### config.mk
export PLATFORM = sky130hd
export DESIGN_NAME = uart_tx_arbiter
export DESIGN_NICKNAME = d
export VERILOG_FILES = /design/src/rtl/uart_ctrl_pkg.sv /design/src/rtl/rr_arbiter.sv /design/src/rtl/uart_tx_arbiter.sv
export SDC_FILE = /design/constraint.sdc
export NUM_CORES = 1
export LEC_CHECK = 0
export ABC_AREA = 1
export BUFFER_PORTS_ARGS = -buffer_cell sky130_fd_sc_hd__buf_2
export CORE_MARGIN = 5
export CORE_UTILIZATION = 43
export CTS_CLUSTER_SIZE = 10
export DETAILED_ROUTE_END_ITERATION = 7
export PLACE_DENSITY = 0.75
export SETUP_SLACK_MARGIN = 0.3
export SLEW_MARGIN = 0
export SYNTH_ARGS = -nofsm -noshare
export SYNTH_HDL_FRONTEND = slang
export SYNTH_SLANG_ARGS = --single-unit
### constraint.sdc
create_clock -name SysClk -period 2 [get_ports SysClk]
set_input_delay 0.2 -clock SysClk [delete_from_list [all_inputs] [get_ports SysClk]]
set_output_delay 0.2 -clock SysClk [all_outputs]
set_load 0.05 [all_outputs]
### src/rtl/uart_ctrl_pkg.sv
// rtl/uart_ctrl_pkg.sv - shared types and helpers for the UART control slice
package uart_ctrl_pkg;

  typedef enum logic [1:0] {
    ARB_IDLE  = 2'd0,
    ARB_START = 2'd1,
    ARB_DRAIN = 2'd2
  } arb_state_t;

  // Index width for n items; never narrower than one bit.
  function automatic int idx_w(input int n);
    return (n > 1) ? $clog2(n) : 1;
  endfunction

endpackage

### src/rtl/rr_arbiter.sv
// rtl/rr_arbiter.sv - combinational round-robin picker, search starts at Ptr and wraps
module rr_arbiter
  import uart_ctrl_pkg::*;
#(
  parameter int NUM_REQ = 4,
  localparam int IDX_W  = idx_w(NUM_REQ)
) (
  input  logic [NUM_REQ-1:0] Req,
  input  logic [IDX_W-1:0]   Ptr,
  output logic               Gnt_Valid,
  output logic [IDX_W-1:0]   Gnt_Idx
);

  localparam logic [IDX_W:0] NUM_REQ_W = (IDX_W+1)'(NUM_REQ);

  logic [NUM_REQ-1:0] req_rot;
  logic [IDX_W-1:0]   off;
  logic [IDX_W:0]     sum;

  // Rotate so that bit 0 is the requester at Ptr; the lowest set bit is the winner.
  assign req_rot = NUM_REQ'({Req, Req} >> Ptr);

  always_comb begin
    off = '0;
    for (int k = NUM_REQ - 1; k >= 0; k--) begin
      if (req_rot[k]) begin
        off = IDX_W'(k);
      end
    end
    sum       = {1'b0, Ptr} + {1'b0, off};
    Gnt_Valid = |Req;
    Gnt_Idx   = IDX_W'((sum >= NUM_REQ_W) ? (sum - NUM_REQ_W) : sum);
  end

endmodule

### src/rtl/uart_tx_arbiter.sv
// rtl/uart_tx_arbiter.sv - round-robin sharing of one UART transmitter with start timeout
module uart_tx_arbiter
  import uart_ctrl_pkg::*;
#(
  parameter int DATA_BITS     = 8,
  parameter int NUM_REQ       = 4,
  parameter int START_TIMEOUT = 16,
  localparam int IDX_W        = idx_w(NUM_REQ)
) (
  input  logic                         SysClk,
  input  logic                         Rst_n,
  input  logic [NUM_REQ-1:0]           Req,
  input  logic [NUM_REQ*DATA_BITS-1:0] Req_Data,
  output logic [NUM_REQ-1:0]           Ack,
  output logic [NUM_REQ-1:0]           Err,
  output logic [IDX_W-1:0]             Grant_Id,
  output logic                         Arb_Busy,
  output logic [DATA_BITS-1:0]         Tx_Data,
  output logic                         Transmit_Start,
  input  logic                         Tx_Busy
);

  localparam int                  CNT_W    = idx_w(START_TIMEOUT);
  localparam logic [CNT_W-1:0]    CNT_LAST = CNT_W'(START_TIMEOUT - 1);
  localparam logic [IDX_W-1:0]    LAST_IDX = IDX_W'(NUM_REQ - 1);
  localparam logic [NUM_REQ-1:0]  BIT0     = NUM_REQ'(1);

  arb_state_t           state, state_d;
  logic [IDX_W-1:0]     ptr, ptr_d;
  logic [CNT_W-1:0]     cnt, cnt_d;
  logic [IDX_W-1:0]     grant_d;
  logic [DATA_BITS-1:0] tx_data_d;
  logic                 start_d;
  logic [NUM_REQ-1:0]   ack_d, err_d;
  logic                 gnt_valid;
  logic [IDX_W-1:0]     gnt_idx;
  logic [DATA_BITS-1:0] req_bytes [NUM_REQ];

  for (genvar g = 0; g < NUM_REQ; g++) begin : g_unpack
    assign req_bytes[g] = Req_Data[g*DATA_BITS +: DATA_BITS];
  end

  rr_arbiter #(.NUM_REQ(NUM_REQ)) u_rr (
    .Req       (Req),
    .Ptr       (ptr),
    .Gnt_Valid (gnt_valid),
    .Gnt_Idx   (gnt_idx)
  );

  assign Arb_Busy = (state != ARB_IDLE);

  always_ff @(posedge SysClk or negedge Rst_n) begin
    if (!Rst_n) begin
      state <= ARB_IDLE;
    end else begin
      state <= state_d;
    end
  end

  always_comb begin
    state_d   = state;
    ptr_d     = ptr;
    cnt_d     = cnt;
    grant_d   = Grant_Id;
    tx_data_d = Tx_Data;
    start_d   = Transmit_Start;
    ack_d     = '0;
    err_d     = '0;
    case (state)
      ARB_IDLE: begin
        // An external user holding Tx_Busy blocks new grants.
        if (gnt_valid && !Tx_Busy) begin
          tx_data_d = req_bytes[gnt_idx];
          grant_d   = gnt_idx;
          start_d   = 1'b1;
          cnt_d     = '0;
          ptr_d     = (gnt_idx == LAST_IDX) ? '0 : gnt_idx + IDX_W'(1);
          state_d   = ARB_START;
        end
      end
      ARB_START: begin
        if (Tx_Busy) begin
          ack_d   = BIT0 << Grant_Id;
          start_d = 1'b0;
          state_d = ARB_DRAIN;
        end else if (cnt == CNT_LAST) begin
          err_d   = BIT0 << Grant_Id;
          start_d = 1'b0;
          state_d = ARB_IDLE;
        end else begin
          cnt_d = cnt + CNT_W'(1);
        end
      end
      ARB_DRAIN: begin
        if (!Tx_Busy) begin
          state_d = ARB_IDLE;
        end
      end
      default: begin
        state_d = ARB_IDLE;
        start_d = 1'b0;
      end
    endcase
  end

  always_ff @(posedge SysClk or negedge Rst_n) begin
    if (!Rst_n) begin
      ptr            <= '0;
      cnt            <= '0;
      Grant_Id       <= '0;
      Tx_Data        <= '0;
      Transmit_Start <= 1'b0;
      Ack            <= '0;
      Err            <= '0;
    end else begin
      ptr            <= ptr_d;
      cnt            <= cnt_d;
      Grant_Id       <= grant_d;
      Tx_Data        <= tx_data_d;
      Transmit_Start <= start_d;
      Ack            <= ack_d;
      Err            <= err_d;
    end
  end

endmodule

* Word-level counts from Yosys, hierarchy flattened *
Index checks and enable logic that the tools add are counted.

cells by class
  add/sub/neg operators = 4
  multiply operators = 0
  div/mod/pow operators = 0
  order comparisons = 2
  equality and inequality tests = 9
  shift-type cells = 2
  mux-type cells = 27
  bitwise logic cells = 2
  reduce and logical (&&, ||, !) cells = 10

operators with widths
  operator                                          number
  two-way mux 4 bit                                 8
  two-way mux 2 bit                                 10
  binary-select mux 8 bit (select 2 bit)            1
  two-way mux 8 bit                                 2
  inequality test 2 bit (second input constant)     4
  one-hot mux 4 bit (2 select lines)                1
  right shift 8 x 2 -> 4 bit                        1
  >= comparator 3 bit (second input constant)       2
  one-hot mux 2 bit (3 select lines)                1
  AND reduction 3 bit                               2
  adder 4 x 1 -> 4 bit (second input constant)      1
  == test 2 bit (second input constant)             2
  == test 4 bit (second input constant)             1
  AND reduction 4 bit                               1
  nonzero test 2 bit                                2
  OR reduction 4 bit                                1
  left shift 1 x 2 -> 4 bit (first input constant)  1
  adder 2 x 2 -> 3 bit                              1
  two-way mux 1 bit                                 3
  inequality test 3 bit (second input constant)     1
  inverter 2 -> 3 bit                               1
  one-hot mux 1 bit (3 select lines)                1
  adder 2 x 1 -> 2 bit (second input constant)      1
  == test 2 x 1 -> 1 bit (second input constant)    1
  6 further kinds                                   6

word-level totals
  bits in registers = 27
  latch bits = 0
  RAM bits = 0
  ROM bits = 0
  input port bits = 39
  output and inout port bits = 20
  word-level logic and storage cells = 64
  memories kept = 0

* Longest topological paths before layout *
  word-level depth = 12
  depth in mapped cells = 14
  mapped depth without buffers = 14

* By module *
A second synthesis with hierarchy kept.

second synthesis, totals
  cells, all modules = 256
  area total of the unflattened synthesis = 1675.4 um^2

modules (own cells, without submodules)
  module           instances  cells each  area an instance (um^2)  seq. area each (um^2)
  uart_tx_arbiter  1          221         1507.7                   675.6
  rr_arbiter       1          35          167.7                    0.0

* Worst setup path after synthesis *
No wires, ideal clock.

  kind = register -> register
  from = register ptr[0]
  to = register Tx_Data[6]
  library setup time = 118 ps
  data arrival time = 1895 ps
  data required time = 1882 ps
  setup slack = -13 ps
  cell stages (with the launch flop) = 14
  path buffers = 2
  clock period less this slack = 2013 ps
  path through = dfrtp_1 inv_2 nand2_1 nand3_1 nand2_1 nand3_1 a21boi_0 ha_1 buf_2 buf_4 mux2i_1 nand3_1 nand3_1 nand2_1

on the way
  longest elaborated chain between the ends = 12
  elaborated cells between the ends (all ways) = 13
  classes of those cells = add/sub (2); order compare (1); shift (1); mux (8); bitwise (1)

RTL lines
  element                                                                  line                    source
  from (decl)                                                              uart_tx_arbiter.sv:29   logic [IDX_W-1:0] ptr, ptr_d;
  from (signal assigned)                                                   uart_tx_arbiter.sv:116  ptr <= ptr_d;
  right shift 8 x 2 -> 4 bit                                               rr_arbiter.sv:21        assign req_rot = NUM_REQ'({Req, Req} >> Ptr);
  two-way mux 2 bit (4 in a row)                                           rr_arbiter.sv:26        if (req_rot[k]) begin
  adder 2 x 2 -> 3 bit *                                                   rr_arbiter.sv:30        sum = {1'b0, Ptr} + {1'b0, off};
  >= comparator 3 bit / subtractor 2 x 1 -> 2 bit (equally long branches)  rr_arbiter.sv:32        Gnt_Idx = IDX_W'((sum >= NUM_REQ_W) ? (sum - NUM_REQ_W) : sum);
  two-way mux 2 bit *                                                      rr_arbiter.sv:32
  via gnt_idx[0]                                                           uart_tx_arbiter.sv:36   logic [IDX_W-1:0] gnt_idx;
  inverter 2 -> 3 bit (not written as such) *                              uart_tx_arbiter.sv:73   tx_data_d = req_bytes[gnt_idx];
  binary-select mux 8 bit (select 2 bit) *                                 uart_tx_arbiter.sv:73
  two-way mux 8 bit (not written as such) * (2 in a row)                   uart_tx_arbiter.sv:73
  to (signal assigned)                                                     uart_tx_arbiter.sv:119  Tx_Data <= tx_data_d;
  to (decl)                                                                uart_tx_arbiter.sv:18   output logic [DATA_BITS-1:0] Tx_Data,

Mark *: on every way through the listed nets, which the timed path passes. The rest lies on a longest branch. The select of a mux whose other input is x is not followed.
A chain may end at the register's enable or synchronous reset.

* Worst setup path after layout *
  from = register ptr[0]
  to = register Tx_Data[4]

on the way
  longest elaborated chain between the ends = 12
  elaborated cells between the ends (all ways) = 13
  classes of those cells = add/sub (2); order compare (1); shift (1); mux (8); bitwise (1)

RTL lines
  element                                                                  line
  right shift 8 x 2 -> 4 bit                                               rr_arbiter.sv:21
  two-way mux 2 bit (4 in a row)                                           rr_arbiter.sv:26
  adder 2 x 2 -> 3 bit *                                                   rr_arbiter.sv:30
  >= comparator 3 bit / subtractor 2 x 1 -> 2 bit (equally long branches)  rr_arbiter.sv:32
  two-way mux 2 bit *                                                      rr_arbiter.sv:32
  inverter 2 -> 3 bit (not written as such) *                              uart_tx_arbiter.sv:73
  binary-select mux 8 bit (select 2 bit) *                                 uart_tx_arbiter.sv:73
  two-way mux 8 bit (not written as such) * (2 in a row)                   uart_tx_arbiter.sv:73

Mark *: on every way between the ends. The rest lies on a longest branch, timed or not. The select of a mux whose other input is x is not followed.

==> run_results.csv <==
group,metric,value,unit
detailed_routing,via_per_inst,5.11,
detailed_routing,routed_wl,4.23,mm
clock_network,cts_tree,"yes",
worst_setup_path,path_cells,"inv_4, nand2_2, nand3_2, nand3_2, a21boi_4, ha_4, xor2_4, buf_6, nand2_8, nand2_8, nand2_2, nand3_1, nand2_1",
worst_setup_path,cp-start-kind,"register",
timing,rsz0062_at_grt,"yes",
detailed_routing,via_count,1528,
clock_network,cts_buffers,3,
synth,ys_warn_count,0,
clock_network,cts.sinks,27,
detailed_routing,drt_iter0_drc,111,
detailed_routing,wl_per_cell,14.2,um
detailed_routing,route.detailed.drc,0,
synth,yosys.area.top_type,"dfrtp_1",
clock_network,clk_pin_slew_worst_paths,150,ps
global_route,grt_pass1_wl,6.87,mm
timing,layout_setup_ws,-12.2,ps
synth,avgSynthCellArea,8.37,sq um
worst_setup_path,crit_required,2240,ps
worst_setup_path,crit_type,"reg2reg",
synth,synth-seq-cells,27,
placed_design,gp_congestion,0.858,
detailed_routing,firstDrtPassIters,4,
synth,synth.top_cell.area_share,45.1,%
floorplanning,dieArea,4760,sq um
floorplanning,die_w,69.0,um
worst_setup_path,arrival,2250,ps
worst_setup_path,cp_slowest_stage_delay,490,ps
timing,finClkSkew,2.90,ps
synth,ys_seq_area_share,45.1,%
timing,setup-violations-final,7,
detailed_routing,antenna_left,0,
global_route,antenna_found_initial,0,
timing,period_share,101,%
clock_network,root_buffer,"clkbuf_4",
floorplanning,pin_count,59,
timing,final_hold_viol_count,0,
final_layout,layout-drive-gt1-share,49.0,%
run_status,violations,"setup timing",
synth,ys_top_cells_by_area,"dfrtp_1, nand2_1, mux2i_1, nand3_1, nor2_1",
placed_design,portBuffers,58,
timing,finalCriticalPeriod,2010,ps
clock_network,cts_buffer_depth,2,
synth,ys_types,25,
run,drv_cap,0,
timing,fmax,497,MHz
synth,netlist_area,1500,sq um
placed_design,place_area,1870,sq um
worst_setup_path,endpoint_kind,"register",
run_status,status,"finished, violations left",
floorplanning,start_util,44.5,%
synth,synth_nets,220,
global_route,grt_max_degree,28,
timing,max_slew_margin,59.5,%
worst_setup_path,crit_path_top_delay_cell,"dfrtp_2",
worst_setup_path,path_max_fanout,6,
placed_design,hpwl,2.67,mm
final_layout,final_common_cell,"buf_2",
final_layout,fin_area,2290,sq um
global_route,grt_pass1_vias,1513,
clock_network,cts_htree_levels,1,
global_route,gr-total-overflow,0,
timing,drv_slew,0,
global_route,grt_usage,17.2,%
timing,tightest_slew,607,ps
final_layout,mostFrequentLayoutCells,"buf_2, nand2_1, dfrtp_1",
hold_path,hp-class,"in2reg",
floorplanning,row_count,21,
final_layout,syn_to_final_growth,52.7,%
final_layout,diodes,0,
clock_network,worstSkewPairLatency,330,ps
floorplanning,die_h,69.0,um
floorplanning,coreArea,3360,sq um
synth,syn-instance-count,179,
final_layout,finalNetCount,295,
stage by stage:
step	utilization (%)	hold WS, ps	std cells	worst slack, ps	setup TNS, ps
final	68.0	125	299	-12.2	-45.8
after global routing	68.0	164	299	-137	-1240
after CTS	62.1	124	297	30.7	0
after detailed placement	55.6	241	282	-41.2	-222
after global placement	55.6	236	282	40.5	0
after floorplan	-	-95.6	179	145	0
worst max-delay path: cells and delay by family (launching register included):
family,cells,cell delay [ps]
flip-flops,1,490
buffers and inverters,2,270
XOR/XNOR,1,160
AO/OA/AOI/OAI,1,180
adder cells (fa/ha/maj),1,180
AND/OR/NAND/NOR,8,620
per-layer routing:
layer  up-vias  part of all wire, %  track usage, %
li1        746                    -               -
met5         -                    0               0
met4         0                  1.1            3.90
met2        65                   52            29.7
met1       709                   39            22.0
met3         8                  7.6            3.92
final cells by class:
class	count	area [sq um]
fill	294	1080
multi-input combinational	136	996
sequential	27	678
timing repair buffer	72	464
inverter	14	61.3
tap	46	57.6
clock buffer	3	22.5
clock inverter	1	7.51
synthesized netlist by cell type:
cell type / number
inv_1: 12
buf_4: 2
nor2_1: 14
a21boi_0: 1
nor3_1: 2
nand2_4: 2
nand3_2: 1
nand3_1: 32
o21ai_2: 1
nand3_4: 1
nand3b_1: 1
inv_2: 1
ha_1: 2
mux2i_1: 16
nand2_1: 48
clkbuf_1: 1
clkinv_2: 1
o21bai_1: 1
buf_2: 2
nand4_1: 1
nand2_2: 2
o21ai_0: 4
xor2_1: 3
dfrtp_1: 27
a21oi_1: 1
kinds of logic (layout without fill, tap and decap cells):
logic type / Yosys count / after routing / share of synthesized area, %
simple gates: 104 / 107 / 32.0
compound gates: 8 / 8 / 3.26
mux: 16 / 16 / 10.7
buf+inv: 19 / 90 / 5.51
xor+xnor: 3 / 3 / 1.75
fa+ha+maj: 2 / 2 / 1.67
flops: 27 / 27 / 45.1
final timing paths:
kind                            start    endpoint  slack (ps)  cells after the start
min reg2reg                Tx_Data[5]  Tx_Data[5]         500                      2
min                           Tx_Busy    state[1]         120                      3
max                            ptr[0]  Tx_Data[4]         -10                     13
min in group asynchronous       Rst_n      Ack[3]         400                      2
max in group asynchronous       Rst_n      ptr[0]        1160                      2
max reg2reg                    ptr[0]  Tx_Data[4]         -10                     13
what timing repair did:
item                                    CTS  global route
buffers inserted                          6             1
hold endpoints to repair                 27             0
hold buffers                              1             0
gates resized for setup                  17            36
gates cloned                              4             1
pin swaps                                 7            14
endpoints found under the setup margin   12            12
state kept, by name, indices dropped and copies added (netlist names):
name / flops
Ack: 4
Err: 4
Grant_Id: 2
Transmit_Start: 1
Tx_Data: 8
cnt: 4
ptr: 2
state: 2
Power is not shown: default switching activity piles up to over one toggle a cycle in this logic, so the estimate is an artifact.
